--- config.mk ---
export PLATFORM = sky130hd
export DESIGN_NAME = sfx_scheduler
export DESIGN_NICKNAME = d
export VERILOG_FILES = /design/src/rtl/sfx_scheduler.sv
export SDC_FILE = /design/constraint.sdc
export NUM_CORES = 1
export LEC_CHECK = 0
export ABC_AREA = 1
export BUFFER_PORTS_ARGS = -buffer_cell sky130_fd_sc_hd__buf_4
export CORE_ASPECT_RATIO = 0.6
export CORE_UTILIZATION = 56
export DETAILED_ROUTE_END_ITERATION = 10
export GPL_TIMING_DRIVEN = 1
export PLACE_DENSITY = 0.85
export SYNTH_ARGS = -nofsm -noshare
export SYNTH_HDL_FRONTEND = slang
export SYNTH_SLANG_ARGS = --single-unit
--- constraint.sdc ---
create_clock -name clk -period 6.1 [get_ports clk]
set_clock_uncertainty 0.15 [all_clocks]
set_input_delay 1.525 -clock clk [delete_from_list [all_inputs] [get_ports clk]]
set_output_delay 1.525 -clock clk [all_outputs]
set_load 0.1 [all_outputs]
--- src/rtl/sfx_scheduler.sv ---
// Arbitrates the note_gen tone path between BGM passthrough and four prioritised
// one-shot sound effects, each played as two tones of TONE_TICKS cycles.
module sfx_scheduler #(
    parameter int          TONE_TICKS  = 12_500_000,
    parameter logic [25:0] SILENT_FREQ = 26'd1
) (
    input  logic        clk,
    input  logic        rst,
    input  logic        mute,
    input  logic [25:0] bgm_freqL,
    input  logic [25:0] bgm_freqR,
    input  logic [3:0]  sfx_req,
    output logic [25:0] freqL,
    output logic [25:0] freqR,
    output logic        sfx_busy,
    output logic [1:0]  sfx_id
);

    typedef enum logic [1:0] {
        IDLE   = 2'd0,
        TONE_A = 2'd1,
        TONE_B = 2'd2
    } state_e;

    localparam int             CW        = $clog2(TONE_TICKS);
    localparam logic [CW-1:0]  TICK_LAST = CW'(TONE_TICKS - 1);

    state_e        state_q, state_d;
    logic [3:0]    pending_q, pending_d;
    logic [CW-1:0] tick_q, tick_d;
    logic [1:0]    id_q, id_d;
    logic [25:0]   freq_l_q, freq_l_d;
    logic [25:0]   freq_r_q, freq_r_d;
    logic          busy_q, busy_d;

    logic [3:0]    req_new;
    logic [3:0]    play_mask;
    logic [3:0]    req_all;
    logic [1:0]    winner;

    function automatic logic [25:0] tone_a(input logic [1:0] id);
        case (id)
            2'd0:    tone_a = 26'd784;
            2'd1:    tone_a = 26'd523;
            2'd2:    tone_a = 26'd659;
            default: tone_a = 26'd262;
        endcase
    endfunction

    function automatic logic [25:0] tone_b(input logic [1:0] id);
        case (id)
            2'd0:    tone_b = 26'd1047;
            2'd1:    tone_b = 26'd392;
            2'd2:    tone_b = 26'd880;
            default: tone_b = 26'd196;
        endcase
    endfunction

    function automatic logic [1:0] lowest_idx(input logic [3:0] v);
        if (v[0])      lowest_idx = 2'd0;
        else if (v[1]) lowest_idx = 2'd1;
        else if (v[2]) lowest_idx = 2'd2;
        else           lowest_idx = 2'd3;
    endfunction

    // A pulse for the effect already playing is dropped rather than latched.
    always_comb begin
        req_new   = mute ? 4'b0000 : sfx_req;
        play_mask = (state_q == IDLE) ? 4'b0000 : (4'b0001 << id_q);
        req_all   = pending_q | (req_new & ~play_mask);
        winner    = lowest_idx(req_all);
    end

    // NOTE: every next-state signal gets a default before the case, so no
    // path leaves one unassigned and no latch is inferred.
    always_comb begin
        state_d   = state_q;
        pending_d = req_all;
        tick_d    = tick_q;
        id_d      = id_q;

        if (mute) begin
            state_d   = IDLE;
            pending_d = 4'b0000;
            tick_d    = '0;
        end else begin
            case (state_q)
                IDLE: begin
                    if (|req_all) begin
                        state_d   = TONE_A;
                        id_d      = winner;
                        pending_d = req_all & ~(4'b0001 << winner);
                        tick_d    = '0;
                    end
                end
                TONE_A, TONE_B: begin
                    if (|req_all && (winner < id_q)) begin
                        state_d   = TONE_A;
                        id_d      = winner;
                        pending_d = req_all & ~(4'b0001 << winner);
                        tick_d    = '0;
                    end else if (tick_q == TICK_LAST) begin
                        tick_d = '0;
                        if (state_q == TONE_A) begin
                            state_d = TONE_B;
                        end else if (|req_all) begin
                            state_d   = TONE_A;
                            id_d      = winner;
                            pending_d = req_all & ~(4'b0001 << winner);
                        end else begin
                            state_d = IDLE;
                        end
                    end else begin
                        tick_d = tick_q + CW'(1);
                    end
                end
                default: begin
                    state_d   = IDLE;
                    pending_d = 4'b0000;
                    tick_d    = '0;
                end
            endcase
        end
    end

    // Outputs follow the next state so a request shows up one edge after it is sampled.
    always_comb begin
        freq_l_d = SILENT_FREQ;
        freq_r_d = SILENT_FREQ;
        busy_d   = 1'b0;
        case (state_d)
            TONE_A: begin
                freq_l_d = tone_a(id_d);
                freq_r_d = tone_a(id_d);
                busy_d   = 1'b1;
            end
            TONE_B: begin
                freq_l_d = tone_b(id_d);
                freq_r_d = tone_b(id_d);
                busy_d   = 1'b1;
            end
            default: begin
                if (!mute) begin
                    freq_l_d = bgm_freqL;
                    freq_r_d = bgm_freqR;
                end
            end
        endcase
    end

    // NOTE: sequential state uses non-blocking assignments only, so every flop
    // samples the values from before the edge.
    always_ff @(posedge clk or posedge rst) begin
        if (rst) begin
            state_q   <= IDLE;
            pending_q <= 4'b0000;
            tick_q    <= '0;
            id_q      <= 2'd0;
            freq_l_q  <= SILENT_FREQ;
            freq_r_q  <= SILENT_FREQ;
            busy_q    <= 1'b0;
        end else begin
            state_q   <= state_d;
            pending_q <= pending_d;
            tick_q    <= tick_d;
            id_q      <= id_d;
            freq_l_q  <= freq_l_d;
            freq_r_q  <= freq_r_d;
            busy_q    <= busy_d;
        end
    end

    assign freqL    = freq_l_q;
    assign freqR    = freq_r_q;
    assign sfx_busy = busy_q;
    assign sfx_id   = id_q;

endmodule
==> flow_summary.json, run 1 <==
{
  "diodes": 0,
  "min_period_ns": 4.29,
  "status": "complete, no violations",
  "rsz0062_at_grt": "no",
  "rows": 23,
  "holdPathEnd": "tick_q[4]",
  "die_x_um": 112,
  "antenna_found_initial": 0,
  "timing.max_cap.violations": 0,
  "hpwl_um": 7460,
  "r2r_cells": 21,
  "worstHoldPathCells": 2,
  "crit_type": "in2reg",
  "cp.arrival_ns": 4.36,
  "yosysUniqueCellTypes": 43,
  "die-area_um2": 7660,
  "grt_max_degree": 46,
  "synthCells": 480,
  "cpMaxStageDelayCell": "ha_1",
  "postRouteWirelength_um": 10100,
  "hold_viol": 0,
  "synth_common_cells": "139 x nand2_1, 83 x dfrtp_1, 80 x nor2_1",
  "fillCellCount": 479,
  "wl_per_cell_um": 14.7,
  "grt.overflow.total": 0,
  "viasPerCell": 5.22,
  "postCtsSetupBuffers": 0,
  "final_layout_size_suffix_gt1_share_pct": 26.6,
  "drcViolationCount": 0,
  "syn_nets": 552,
  "area_growth_syn_to_layout_pct": 29.1,
  "netlist_area_um2": 4090,
  "peakVddDrop_uv": 496,
  "yosysMostFrequentCell": "nand2_1",
  "max_freq_mhz": 233,
  "cp_data_required_time_ns": 6.17,
  "ys_warn_count": 0,
  "start_util_pct": 59.7,
  "cts-hold-fix-buffers": 0,
  "worstSetupStartpoint": "mute",
  "r2r-start": "state_q[0]",
  "end_kind": "register",
  "dieHeight_um": 68.2,
  "grtUsageTotal_pct": 27.7,
  "relSlewSlack_pct": 42.2,
  "gp_congestion": 0.884,
  "synth-seq-area-share_pct": 52.1,
  "power_density_nw_per_um2": 481,
  "timing.hold.ws_ns": 0.398,
  "ctsHtreeMaxLevel": 3,
  "setup_violations": 0,
  "root_buffer": "clkbuf_16",
  "syn_avg_cell_area_um2": 8.52,
  "vias": 3578,
  "async_flop_share_pct": 100,
  "drtPass1Iterations": 5,
  "antenna_left": 0,
  "grt_pass1_vias": 3333,
  "cts_tree": "done",
  "p_leak_nw": 2.81,
  "hold_path.class": "reg2reg",
  "synth_top_area_cell": "dfrtp_1",
  "max_stage_delay_ns": 0.33,
  "grt_first_pass_wirelength_um": 15900,
  "r2r-end": "freqL[2]",
  "holdCritStartpoint": "tick_q[4]",
  "clock-sinks": 85,
  "fin_tns_setup_ns": 0,
  "crit_family": "simple AND/OR/NAND/NOR gates",
  "synth_seq_cells": 85,
  "worst_pin_slew_ns": 0.866,
  "synth_flop_cell": "dfrtp_1",
  "clk_pin_slew_ns": 0.06,
  "cp.buffers_inverters": 5,
  "ctsResizeCount": 0,
  "synth_edf_count": 0,
  "clk_latency_ns": 0.34,
  "reg2reg_slack_ns": 2.37,
  "core_area_um2": 6850,
  "cp-start-kind": "input pin",
  "drtIter0Drc": 237,
  "cts.path.max_buffers": 2,
  "io_pins": 114,
  "post-route-period-util_pct": 70.3,
  "slew_viol_final": 0,
  "path_cells": "buf_4, nor2_1, nand2_2, nand2_4, nor2_8, ha_1, a21oi_1, nand2_2, nand3_1, o31ai_1, nand3_1, inv_1, ha_1, clkinv_1, buf_4, nand2_1, inv_1, a22oi_1, nand2_1",
  "cts_buffers": 9,
  "synth_top_area_share_pct": 50.8,
  "cp_max_fo": 34,
  "io_buffer_count": 113,
  "yosys-top-cells-area": "dfrtp_1 51%, nand2_1 13%, nor2_1 7.3%",
  "nNetsFinal": 666
}
## cell type report
cell class / instances / area [µm²] / share of cell area [%]
repair buffers: 116 / 871 / 16.5
flip-flops and latches: 85 / 2130 / 40.3
inverters: 45 / 170 / 3.22
well taps: 87 / 109 / 2.06
clock inverters: 5 / 60.1 / 1.14
clock buffers: 10 / 229 / 4.34
multi-input cells: 337 / 1710 / 32.4
## kinds of logic after synthesis
group / count (synthesis) / synth area share, %
buf+inv: 58 / 6.06
flops: 85 / 52.1
compound gates: 33 / 4.71
simple gates: 276 / 30.0
fa+ha+maj: 13 / 3.98
xor+xnor: 15 / 3.21
## worst max-delay path by stage
stage	cells after the start	endpoint	slack, ns
after floorplan	18	freqL[7]	2.06
after global placement	19	freqL[2]	1.71
after detailed placement	19	freqL[2]	1.51
after CTS	19	freqL[2]	1.87
after global routing	19	freqL[2]	1.61
final	19	freqL[2]	1.81
## layout by cell type, fill, tap and decap left out, types with 5 or more instances in the layout
cell,Yosys,final
inv_2,5,5
ha_1,13,13
nor2_1,80,80
buf_4,2,116
nand4_1,5,5
clkbuf_16,0,9
a21oi_1,11,11
dfrtp_1,83,83
o21ai_0,9,9
xor2_1,14,14
nand3_1,22,22
inv_1,39,38
nand2_1,139,139
## metal layers
layer | track usage, % | wire length [µm]
met1 | 37.7 | 4590
met2 | 42.4 | 4530
met3 | 11.4 | 908
met4 | 5.33 | 73
met5 | 0 | 0
## sequential cells by signal, summed over array words and instances (netlist names)
| signal | count |
|---|---|
| pending_q | 4 |
| tick_q | 24 |
| state_q | 2 |
| freqL | 26 |
| freqR | 26 |
| sfx_id | 2 |
| sfx_busy | 1 |
## worst reg2reg max path, stage by stage (launching register included)
cell and delay, ns:
dfrtp_1 0.41, inv_1 0.09, ha_1 0.23, inv_1 0.13, nand3_2 0.10, nand2_1 0.08
nand2_2 0.08, nor2_8 0.15, ha_1 0.25, nand2_1 0.11, nand2_2 0.11, nand3_1 0.17
o31ai_1 0.10, nand3_1 0.11, inv_1 0.07, ha_1 0.33, clkinv_1 0.07, buf_4 0.23
nand2_1 0.17, inv_1 0.09, a22oi_1 0.27, nand2_1 0.09
## through the flow
stage / utilization (%) / instances / total power, W / area [µm²] / setup WS (ns)
final: 77.1 / 685 / 0.00254 / 5280 / 1.81
after global routing: 77.1 / 685 / 0.00264 / 5280 / 1.61
after CTS: 77.1 / 685 / 0.00255 / 5280 / 1.87
after detailed placement: 72.9 / 670 / 0.00201 / 4990 / 1.51
after global placement: 72.9 / 670 / 0.00199 / 4990 / 1.71
after floorplan: - / 480 / 0.00172 / 4090 / 2.06
## power breakdown
part / internal (W) / switching [W] / leakage (nW)
Sequential: 0.000666 / 0.0000546 / 1.13
Combinational: 0.000262 / 0.00102 / 1.54
Clock: 0.000317 / 0.000220 / 0.139
No activity file was read; power rests on OpenSTA's default activity.
==> inputs of run 2 (changes only) <==
--- a/config.mk
+++ b/config.mk
@@ -5,13 +5,13 @@
 export SDC_FILE = /design/constraint.sdc
 export NUM_CORES = 1
 export LEC_CHECK = 0
-export ABC_AREA = 1
+export ABC_AREA = 0
 export BUFFER_PORTS_ARGS = -buffer_cell sky130_fd_sc_hd__buf_4
 export CORE_ASPECT_RATIO = 0.6
-export CORE_UTILIZATION = 56
+export CORE_UTILIZATION = 53
 export DETAILED_ROUTE_END_ITERATION = 10
 export GPL_TIMING_DRIVEN = 1
-export PLACE_DENSITY = 0.85
+export PLACE_DENSITY = 0.81
 export SYNTH_ARGS = -nofsm -noshare
 export SYNTH_HDL_FRONTEND = slang
 export SYNTH_SLANG_ARGS = --single-unit
==> constraint.sdc (replaced) <==
create_clock -name clk -period 4.3 [get_ports clk]
set_clock_uncertainty 0.15 [all_clocks]
set_input_delay 1.075 -clock clk [delete_from_list [all_inputs] [get_ports clk]]
set_output_delay 1.075 -clock clk [all_outputs]
set_load 0.1 [all_outputs]
==> flow_summary.json, run 2 <==
{
  "status": "complete, no violations",
  "die_x_um": 117,
  "grt_first_pass_wirelength_um": 17400,
  "rsz0062_at_grt": "no",
  "grt.overflow.total": 0,
  "timing.hold.ws_ns": 0.411,
  "timing.max_cap.violations": 0,
  "holdCritStartpoint": "tick_q[20]",
  "peakVddDrop_uv": 355,
  "start_util_pct": 56.4,
  "clock-sinks": 85,
  "io_pins": 114,
  "drtIter0Drc": 337,
  "netlist_area_um2": 4200,
  "placed_cell_area_um2": 5150,
  "rows": 24,
  "nNetsFinal": 585,
  "root_buffer": "clkbuf_16",
  "drtPass1Iterations": 6,
  "cts_tree": "done",
  "cp-start-kind": "register",
  "drcViolationCount": 0,
  "p_leak_nw": 2.70,
  "regArea_um2": 2130,
  "grt_pass1_vias": 3375,
  "r2r-start": "state_q[0]",
  "core_area_um2": 7450,
  "io_buffer_count": 113,
  "final_layout_size_suffix_gt1_share_pct": 33.8,
  "min_period_ns": 4.04,
  "synth_seq_cells": 85,
  "final_cell_mix": "122 x buf_4, 81 x dfrtp_1, 41 x nand2_1, 35 x and3_1, 22 x nor2_1",
  "r2r-end": "freqL[7]",
  "cp_data_required_time_ns": 4.35,
  "power_density_nw_per_um2": 551,
  "setup_violations": 0,
  "slew_viol_final": 0,
  "clk_pin_slew_ns": 0.06,
  "fin_tns_setup_ns": 0,
  "max_freq_mhz": 248,
  "synth_top_area_share_pct": 49.5,
  "yosysUniqueCellTypes": 59,
  "vias": 3624,
  "multiInputGateArea_um2": 1920,
  "cp.arrival_ns": 4.09,
  "hpwl_um": 7590,
  "r2r_cells": 16,
  "antenna_found_initial": 0,
  "worstHoldPathCells": 2,
  "ys_warn_count": 0,
  "postCtsSetupBuffers": 0,
  "synthCells": 401,
  "worst_pin_slew_ns": 0.919,
  "reg2reg_slack_ns": 0.26,
  "antenna_left": 0,
  "syn_avg_cell_area_um2": 10.5,
  "gp_congestion": 0.983,
  "clk_latency_ns": 0.34,
  "postRouteWirelength_um": 10800,
  "synth_top_area_cell": "dfrtp_1",
  "crit_type": "reg2reg",
  "hold_path.class": "reg2reg",
  "cts.path.max_buffers": 2,
  "die-area_um2": 8290,
  "hold_viol": 0,
  "yosys-top-cells-area": "dfrtp_1 49%, and3_1 5.2%, ha_1 3.9%",
  "syn_nets": 473,
  "synth_flop_cell": "dfrtp_1",
  "ctsHtreeMaxLevel": 3,
  "post-route-period-util_pct": 93.9,
  "async_flop_share_pct": 100,
  "holdPathEnd": "tick_q[20]",
  "end_kind": "register",
  "cp_max_fo": 20,
  "area_growth_syn_to_layout_pct": 30.7,
  "grtUsageTotal_pct": 27.6,
  "synth_common_cells": "83 x dfrtp_1, 41 x nand2_1, 35 x and3_1",
  "wl_per_cell_um": 17.3,
  "synth_edf_count": 0,
  "total_power_w": 0.00302,
  "yosysMostFrequentCell": "dfrtp_1",
  "diodes": 0,
  "grt_max_degree": 56,
  "final_common_cell": "buf_4",
  "relSlewSlack_pct": 38.7,
  "final_area_um2": 5490,
  "viasPerCell": 5.83,
  "cts_buffers": 9,
  "dieHeight_um": 70.9,
  "synth-seq-area-share_pct": 50.7,
  "fillCellCount": 535
}
-- run 2: changes by cell type after synthesis, sizes merged, moves of 7 or more --
cell and change:
xor2 -14, nand4 +9, a21oi +8, nand2 -104, and3 +35, inv -28, o311ai +9, nor2 -62
nand3 -7, o21ai +8, clkbuf +7, a21o +10
-- run 2: per-layer routing --
metal,up-vias,global-route usage [%],share of wire (%)
li1,1683,-,-
met1,1759,40.4,44
met2,170,41.4,46
met3,12,6.60,9.2
met4,0,7.59,0.85
met5,-,0,0
-- run 2: worst max path at each step --
stage / startpoint / end / slack (ns)
2_1_floorplan: mute / freqL[7] / 0.04
3_3_place_gp: mute / freqL[7] / 0.21
3_5_place_dp: mute / freqL[7] / 0.05
4_1_cts: state_q[0] / freqL[7] / 0.26
5_1_grt: state_q[0] / freqL[7] / 0.07
6_report: state_q[0] / freqL[7] / 0.26
-- run 2: cells by family (layout without fill, tap and decap cells) --
family,after synthesis,count (layout),synth area share [%]
adder cells (fa/ha/maj),13,13,3.87
buffers and inverters,37,154,3.84
XOR/XNOR,7,7,1.46
multiplexers,1,1,0.238
flip-flops,85,85,50.7
AO/OA/AOI/OAI,89,89,17.6
AND/OR/NAND/NOR,169,169,22.3
-- run 2: where the power goes --
part           internal (W)  switching [W]  total (W)
Combinational      0.000310       0.000932    0.00124
Clock              0.000518       0.000327   0.000845
Sequential         0.000888      0.0000477   0.000935
Total               0.00172        0.00131    0.00302
-- run 2: cell type report --
cell class	instances	share of cell area (%)
clock buffer	9	4.10
clock inverter	7	1.92
inverter	16	1.12
multi-input combinational	279	34.9
sequential	85	38.9
tap	104	2.37
timing repair buffer	122	16.7
-- run 2: metrics by stage --
stage          util, %  cells  setup WS [ns]
2_1_floorplan        -    401         0.0384
3_3_place_gp      69.2    606          0.213
3_5_place_dp      69.2    606         0.0467
4_1_cts           73.6    622          0.257
5_1_grt           73.7    622         0.0655
6_report          73.7    622          0.262
-- run 2: worst max-delay path, stage by stage (launching register included) --
cell,delay [ns]
dfrtp_1,0.39
inv_1,0.09
ha_1,0.28
or3b_1,0.41
a21o_1,0.26
nor2_1,0.18
ha_1,0.30
a21oi_2,0.27
a21boi_2,0.13
o311ai_2,0.27
nand3_1,0.14
ha_2,0.39
inv_1,0.14
nor2_1,0.05
buf_4,0.20
a21oi_1,0.16
o21ai_0,0.09
-- run 2: timing repair --
action / CTS / global route
hold buffers: 0 / 0
resized for setup: 0 / 2
endpoints found under the setup margin: 0 / 3
